===== config.mk =====
export PLATFORM = sky130hd
export DESIGN_NAME = imem_stream_feeder
export DESIGN_NICKNAME = d
export VERILOG_FILES = /design/src/rtl/sodor5_tb_pkg.sv /design/src/rtl/imem_stream_feeder_prog_buf.sv /design/src/rtl/imem_stream_feeder.sv
export SDC_FILE = /design/constraint.sdc
export NUM_CORES = 1
export LEC_CHECK = 0
export ABC_AREA = 1
export CAP_MARGIN = 20
export CELL_PAD_IN_SITES_DETAIL_PLACEMENT = 1
export CELL_PAD_IN_SITES_GLOBAL_PLACEMENT = 2
export CORE_UTILIZATION = 37
export DETAILED_ROUTE_END_ITERATION = 7
export PLACE_DENSITY = 0.72
export SETUP_SLACK_MARGIN = 0.2
export SYNTH_ARGS = -nofsm -noshare
export SYNTH_HDL_FRONTEND = slang
export SYNTH_SLANG_ARGS = --single-unit

===== constraint.sdc =====
create_clock -name clk -period 3.1 [get_ports clk]
set_clock_uncertainty 0.15 [all_clocks]
set_input_delay 0.62 -clock clk [delete_from_list [all_inputs] [get_ports clk]]
set_output_delay 0.62 -clock clk [all_outputs]
set_load 0.02 [all_outputs]

===== src/rtl/sodor5_tb_pkg.sv =====
// sodor5_tb_pkg: shared constants and feeder state type for the sodor5 harness
package sodor5_tb_pkg;
  localparam int WORD_SIZE = 32;
  localparam logic [WORD_SIZE-1:0] NOP_WORD = 32'h00000013;
  typedef enum logic [1:0] {IDLE, RUN, DRAIN} feeder_state_t;
endpackage


===== src/rtl/imem_stream_feeder_prog_buf.sv =====
// prog_buf: program buffer, one synchronous write port and one async read port
module prog_buf #(
  parameter int DEPTH = 16,
  parameter int WORD_SIZE = 32,
  localparam int AW = $clog2(DEPTH)
) (
  input  logic                 clk,
  input  logic                 we,
  input  logic [AW-1:0]        waddr,
  input  logic [WORD_SIZE-1:0] wdata,
  input  logic [AW-1:0]        raddr,
  output logic [WORD_SIZE-1:0] rdata
);
  logic [WORD_SIZE-1:0] mem [DEPTH];
  always_ff @(posedge clk)
    if (we) mem[waddr] <= wdata;
  assign rdata = mem[raddr];
endmodule


===== src/rtl/imem_stream_feeder.sv =====
// imem_stream_feeder: streams a loaded program into the core, NOP-filling idle and drain cycles
module imem_stream_feeder #(
  parameter int DEPTH = 16,
  parameter int WORD_SIZE = sodor5_tb_pkg::WORD_SIZE,
  parameter logic [WORD_SIZE-1:0] NOP_WORD = sodor5_tb_pkg::NOP_WORD,
  parameter int DRAIN_NOPS = 4,
  localparam int AW = $clog2(DEPTH)
) (
  input  logic                 clk,
  input  logic                 reset,
  input  logic                 load_valid,
  input  logic [AW-1:0]        load_addr,
  input  logic [WORD_SIZE-1:0] load_data,
  input  logic                 start,
  input  logic [AW:0]          len,
  input  logic                 loop_en,
  input  logic                 stop,
  input  logic                 hold,
  output logic [WORD_SIZE-1:0] instr,
  output logic [AW-1:0]        instr_idx,
  output logic                 is_prog,
  output logic                 busy,
  output logic                 done
);
  import sodor5_tb_pkg::*;
  localparam int CW = $clog2(DRAIN_NOPS + 2);
  feeder_state_t state, state_n;
  logic [AW-1:0] ptr, ptr_n, idx_n;
  logic [AW:0] len_q, len_n;
  logic [CW-1:0] cnt, cnt_n;
  logic [WORD_SIZE-1:0] rd_data, instr_n;
  logic loop_q, loop_n, prog_n, done_n, last;
  prog_buf #(.DEPTH(DEPTH), .WORD_SIZE(WORD_SIZE)) u_buf (
    .clk   (clk),
    .we    (load_valid && state == IDLE && !hold && reset),
    .waddr (load_addr),
    .wdata (load_data),
    .raddr (ptr),
    .rdata (rd_data)
  );
  assign busy = (state != IDLE);
  assign last = ({1'b0, ptr} == len_q - 1'b1);
  // ptr always names the next word to emit; cnt counts drain NOPs already emitted
  always_comb begin
    state_n = state;
    ptr_n   = ptr;
    len_n   = len_q;
    loop_n  = loop_q;
    cnt_n   = cnt;
    instr_n = NOP_WORD;
    idx_n   = '0;
    prog_n  = 1'b0;
    done_n  = 1'b0;
    if (hold) begin
      instr_n = instr;
      idx_n   = instr_idx;
      prog_n  = is_prog;
      done_n  = done;
    end else begin
      case (state)
        IDLE: if (start) begin
          len_n  = len;
          loop_n = loop_en;
          if (len == '0) begin
            state_n = DRAIN;
            cnt_n   = CW'(1);
          end else begin
            instr_n = rd_data;
            prog_n  = 1'b1;
            cnt_n   = '0;
            ptr_n   = (len == (AW+1)'(1)) ? '0 : AW'(1);
            state_n = (len == (AW+1)'(1) && !loop_en) ? DRAIN : RUN;
          end
        end
        RUN: if (stop) begin
          state_n = DRAIN;
          cnt_n   = CW'(1);
          ptr_n   = '0;
        end else begin
          instr_n = rd_data;
          idx_n   = ptr;
          prog_n  = 1'b1;
          ptr_n   = last ? '0 : ptr + 1'b1;
          state_n = (last && !loop_q) ? DRAIN : RUN;
          cnt_n   = '0;
        end
        DRAIN: if (cnt >= CW'(DRAIN_NOPS)) begin
          state_n = IDLE;
          done_n  = 1'b1;
        end else cnt_n = cnt + 1'b1;
        default: state_n = IDLE;
      endcase
    end
  end
  always_ff @(posedge clk)
    if (!reset) begin
      state     <= IDLE;
      ptr       <= '0;
      len_q     <= '0;
      loop_q    <= 1'b0;
      cnt       <= '0;
      instr     <= NOP_WORD;
      instr_idx <= '0;
      is_prog   <= 1'b0;
      done      <= 1'b0;
    end else begin
      state     <= state_n;
      ptr       <= ptr_n;
      len_q     <= len_n;
      loop_q    <= loop_n;
      cnt       <= cnt_n;
      instr     <= instr_n;
      instr_idx <= idx_n;
      is_prog   <= prog_n;
      done      <= done_n;
    end
endmodule

# After elaboration in Yosys (flattened, before gate mapping)
# Memories as Yosys holds them, arrays and structs flattened. A register that Yosys moved wholly into a read port is not among the register bits.
# Index checks and enable logic that the tools add are counted.
dict set report word_totals {
  regBits 53
  ram_bits 512
  wordCells 74
  mem_count 1
}
dict set report op_classes {
  n_addsub 3
  n_lt_le_gt_ge 1
  eq_ne 8
  n_mux 34
  n_bitwise 1
  reduce_logical 17
}
# name words word_bits rd rd_clocked_by_memory_dff wr line_no
set mem_list {}
lappend mem_list {u_buf.mem 16 32 1 1 1 imem_stream_feeder_prog_buf.sv:14} ;# logic [WORD_SIZE-1:0] mem [DEPTH];
# operator count
set op_table {}
lappend op_table {{two-way mux 32 bit} 3}
lappend op_table {{one-hot mux 32 bit (2 select lines)} 1}
lappend op_table {{two-way mux 4 bit} 8}
lappend op_table {{two-way mux 2 bit} 6}
lappend op_table {{two-way mux 1 bit} 10}
lappend op_table {{one-hot mux 3 bit (3 select lines)} 1}
lappend op_table {{inequality test 2 bit, second input constant} 4}
lappend op_table {{one-hot mux 4 bit (2 select lines)} 1}
lappend op_table {{AND reduction 4 bit} 2}
lappend op_table {{two-way mux 3 bit} 2}
lappend op_table {{one-hot mux 2 bit (3 select lines)} 1}
lappend op_table {{AND reduction 3 bit} 2}
lappend op_table {{== test 4 x 5 -> 1 bit} 1}
lappend op_table {{== test 5 x 1 -> 1 bit, second input constant} 1}
lappend op_table {{logical AND 1 bit} 5}
lappend op_table {{logical NOT 5 bit} 1}
lappend op_table {{subtractor 5 x 1 -> 5 bit, second input constant} 1}
lappend op_table {{adder 4 x 1 -> 4 bit, second input constant} 1}
lappend op_table {{nonzero test 2 bit} 2}
lappend op_table {{adder 3 x 1 -> 3 bit, second input constant} 1}
lappend op_table {{greater-or-equal comparator 3 bit, second input constant} 1}
lappend op_table {{logical NOT 1 bit} 3}
lappend op_table {{nonzero test 3 bit} 1}
lappend op_table {{== test 2 x 1 -> 1 bit, second input constant} 1}
lappend op_table {{4 further kinds} 4}

# Logic depth before layout (Yosys ltp)
dict set report logic_depth {
  depth_word 7
  ltp_mapped 13
  mapped_depth_nobuf 13
}

# Hierarchy
# A second synthesis with hierarchy kept.
dict set report unflattened {
  cells_unflattened 2417
  area_unflattened_um2 24638.6
}
# mod instances cells_per_inst area_per_inst_um2 seq_area_each_um2
set by_module_without_submodules {}
lappend by_module_without_submodules {prog_buf 1 2088 22089.9 15374.7}
lappend by_module_without_submodules {imem_stream_feeder 1 329 2548.7 1061.0}

# Worst setup path after synthesis
# OpenSTA, ideal clock, no wires.
dict set report synth_path {
  kind {in2reg}
  from {in hold}
  to {mem u_buf.mem[0][0] (enable)}
  setup_time_ns 0.421
  arrival_ns 2.637
  t_required_ns 2.529
  path_slack_ns -0.108
  path_stages 6
  n_path_buf 1
  cell_sequence {buf_2 > nor2_1 > nand2_1 > nor2_1 > nand3_1 > nor2_1}
}
dict set report synth_via {
  elab_chain_len 5
}
# item line_no
set synth_rtl {}
lappend synth_rtl {{start, declared} imem_stream_feeder.sv:18} ;# input logic hold,
lappend synth_rtl {{logical NOT 1 bit} imem_stream_feeder.sv:35} ;# .we (load_valid && state == IDLE && !hold && reset),
lappend synth_rtl {{logical AND 1 bit (2 in series)} imem_stream_feeder.sv:35}
lappend synth_rtl {{two-way mux 1 bit} imem_stream_feeder_prog_buf.sv:16} ;# if (we) mem[waddr] <= wdata;
lappend synth_rtl {{two-way mux 1 bit (implied by the code)} imem_stream_feeder_prog_buf.sv:16}
lappend synth_rtl {{end, declared} imem_stream_feeder_prog_buf.sv:14}
# No other way between the ends.

# Worst setup path after layout
dict set report layout_path {
  from {reg state[1]}
  to {mem u_buf.mem[8][9] (enable)}
}
dict set report layout_via {
  elab_chain_len 6
}
# item line_no
set layout_rtl {}
lappend layout_rtl {{start, declared} imem_stream_feeder.sv:27} ;# feeder_state_t state, state_n;
lappend layout_rtl {{start signal, assigned} imem_stream_feeder.sv:107} ;# state <= state_n;
lappend layout_rtl {{logical NOT 2 bit} imem_stream_feeder.sv:35}
lappend layout_rtl {{logical AND 1 bit (3 in series)} imem_stream_feeder.sv:35}
lappend layout_rtl {{two-way mux 1 bit} imem_stream_feeder_prog_buf.sv:16}
lappend layout_rtl {{two-way mux 1 bit (implied by the code)} imem_stream_feeder_prog_buf.sv:16}
# No other way between the ends.

==> key figures <==
Status
  • Outcome: finished, final reports clean

Setup path
  • Critical path fanouts, max: 32
  • Critical R2R Launch: state[1]
  • Arrival @ worst endpoint: 2.79 ns
  • CP startpoint kind: register
  • Critical Path RT: 3.25 ns
  • Worst Setup SP: state[1]
  • Crit end category: register
  • Register-to-register setup slack: 0.45 ns
  • CP Class: register to register

Route
  • DRC viols: 0
  • Total Wirelength: 65600 um
  • DRT antenna net count: 0
  • Initial DRC Count: 1209
  • WL/cell: 21.7 um
  • Via count: 15400
  • Drt first pass iters: 5
  • Avg Vias per Cell: 5.08

Clock tree
  • CTS tree: done
  • Num CTS Buffers: 61
  • Htree depth: 2
  • Clk Latency, worst-skew pair: 0.63 ns
  • Reg clk slew, reported paths: 0.06 ns
  • Clk root buf: clkbuf_16
  • Clk sinks: 569
  • CTS Hold Bufs: 0
  • Max Buffers Root-to-Sink: 3

Place
  • Placer Congestion: 0.808
  • Port bufs: 86
  • DP HPWL: 41400 um
  • Cells after DPL: 2909
  • Dpl ws: 0.188 ns

Synth
  • Top cells by area, synth: edfxtp_1, nand2_1, nand3_1
  • Yosys top cell area share: 66.3%
  • Number of library cell types mapped by synthesis: 26
  • Post-synthesis sequential area ratio: 71.2%
  • Syn_area_per_cell: 11.4 um^2
  • Syn nets: 2090
  • Synth Instances: 2035
  • Post-Syn Area: 23200 um^2
  • Post-synth top area cell: edfxtp_1
  • Synth warn: 0
  • Flops & latches, synth: 569

Floorplanning
  • IO Pins: 87
  • Die Footprint: 63700 um^2
  • Area of the core: 61800 um^2
  • DIE WIDTH: 252 um
  • DIE HEIGHT: 252 um
  • Rows: 91
  • Initial core utilization: 37.5%

Global route
  • First-pass GRT wire length: 99000 um
  • Pin count of the biggest net entering global routing: 135
  • Initial antenna violation count: 1
  • GRT overflow: 0
  • Vias in the first global route: 15700
  • GRT Util Overall: 20.8%

Timing
  • Final Max Tran Viols: 0
  • Final hold vios: 0
  • Slew headroom: 41.6%
  • Period utilisation layout: 85.4%
  • Max Fclk: 378 MHz
  • Unrepaired setup endpoints after global routing: false
  • Final setup fails: 0
  • Hold WS: 0.317 ns
  • Worst slew pin tran: 0.873 ns
  • Post-layout minimum cycle time: 2.65 ns
  • Final worst setup slack: 0.454 ns

Layout
  • Ant diodes: 0
  • Nets@finish: 2190
  • Most common cell after layout, fill and taps aside: nand2_1
  • Area grow syn2layout: 16.9%
  • Filler cells: 6585
  • Multi-input gate area: 5780 um^2
  • FF+latch area: 16500 um^2
  • Commonest non-fill, non-tap cells in the layout: nand2_1, edfxtp_1, nand3_1
  • Fraction of layout cells with a size suffix above 1: 9.32%
  • Core Util, Final: 43.8%
  • Layout Cells excl Fill: 3025

Flow run
  • Max_cap viols: 0

Power
  • Pwr dens: 619 nW/um^2
  • Total power: 16.8 mW
  • Leak Pwr: 9.67 nW
  • Peak supply drop: 0.473 mV

Worst hold path
  • Worst hold path type: register to register
  • Hold path start: instr_idx[3]
[synthesized netlist by cell type]
cell type / instances
buf_2: 36
xor2_1: 1
nand2_1: 746
a31oi_1: 1
ha_1: 7
nand4_1: 3
o22ai_2: 1
o21ai_0: 27
buf_1: 11
edfxtp_1: 512
inv_1: 45
nand3_1: 382
clkbuf_1: 17
a21oi_2: 18
nor3_1: 3
inv_6: 1
buf_6: 29
a21oi_1: 36
o211ai_1: 9
o22ai_1: 1
inv_2: 3
buf_12: 2
dfxtp_1: 57
nor2_2: 1
nor2_1: 62
buf_4: 24
[flip-flops by register name (all words and copies together) (netlist names), named ones only]
signal     cells
loop_q         1
done           1
cnt            3
instr_idx      4
ptr            4
instr         32
u_buf.mem    512
state          2
is_prog        1
len_q          5
[cell families after synthesis]
| family | after synthesis | share of synthesized area (%) |
|---|---|---|
| AOI/OAI and AO/OA | 93 | 2.44 |
| xor gates and xnor gates | 1 | 0.0378 |
| adders and majority gates | 7 | 0.378 |
| buffers and inverters | 168 | 4.40 |
| DFF | 569 | 71.2 |
| and+or+nand+nor | 1197 | 21.5 |
[final timing paths]
path / endpoint / depth (start not counted)
worst min register to register: instr_idx[3] / 2
worst max register to register: u_buf.mem[8][9] / 11
worst min-delay path: instr_idx[3] / 2
worst max-delay path: u_buf.mem[8][9] / 11
[final cells by class]
class,count,area share (%)
clock buffers,86,6.25
clock inverters,30,0.651
inverters,49,0.706
multi-input cells,1298,21.3
flip-flops and latches,569,61.0
well taps,837,3.86
repair buffers,156,6.26
[metrics by stage]
stage | setup TNS, ns | cell area [um^2]
4_1_cts | 0 | 27100
5_1_grt | 0 | 27100
6_report | 0 | 27100
2_1_floorplan | -55.41 | 23200
3_5_place_dp | 0 | 25200
3_3_place_gp | 0 | 25200
[power by group]
part / switching [mW] / total [mW] / internal, mW
registers: 0.0564 / 8.48 / 8.42
clock network: 2.98 / 6.85 / 3.87
logic: 1.02 / 1.46 / 0.433
[metal layers]
layer	part of all wire, %	GRT usage [%]	vias to the layer above
met1	48	30.7	7721
met2	45	32.2	335
met3	4.9	2.98	75
met5	0	0	-
met4	1.9	5.28	0
li1	-	-	7240
[critical path, cell delays in order (launching register included)]
cell     delay, ns
dfxtp_1       0.34
inv_1         0.09
ha_1          0.28
inv_2         0.09
nor2_1        0.13
nand2_1       0.08
nor2_2        0.28
buf_4         0.20
nand3_1       0.10
buf_4         0.20
nor2_4        0.11
buf_12        0.25
[what timing repair did]
item / in CTS / in global routing
gates resized for setup: 0 / 2
setup buffers: 0 / 0
endpoints found under the setup margin: 0 / 74
endpoints found under the hold margin: 0 / 0
Power figures use the tool's default switching activity.
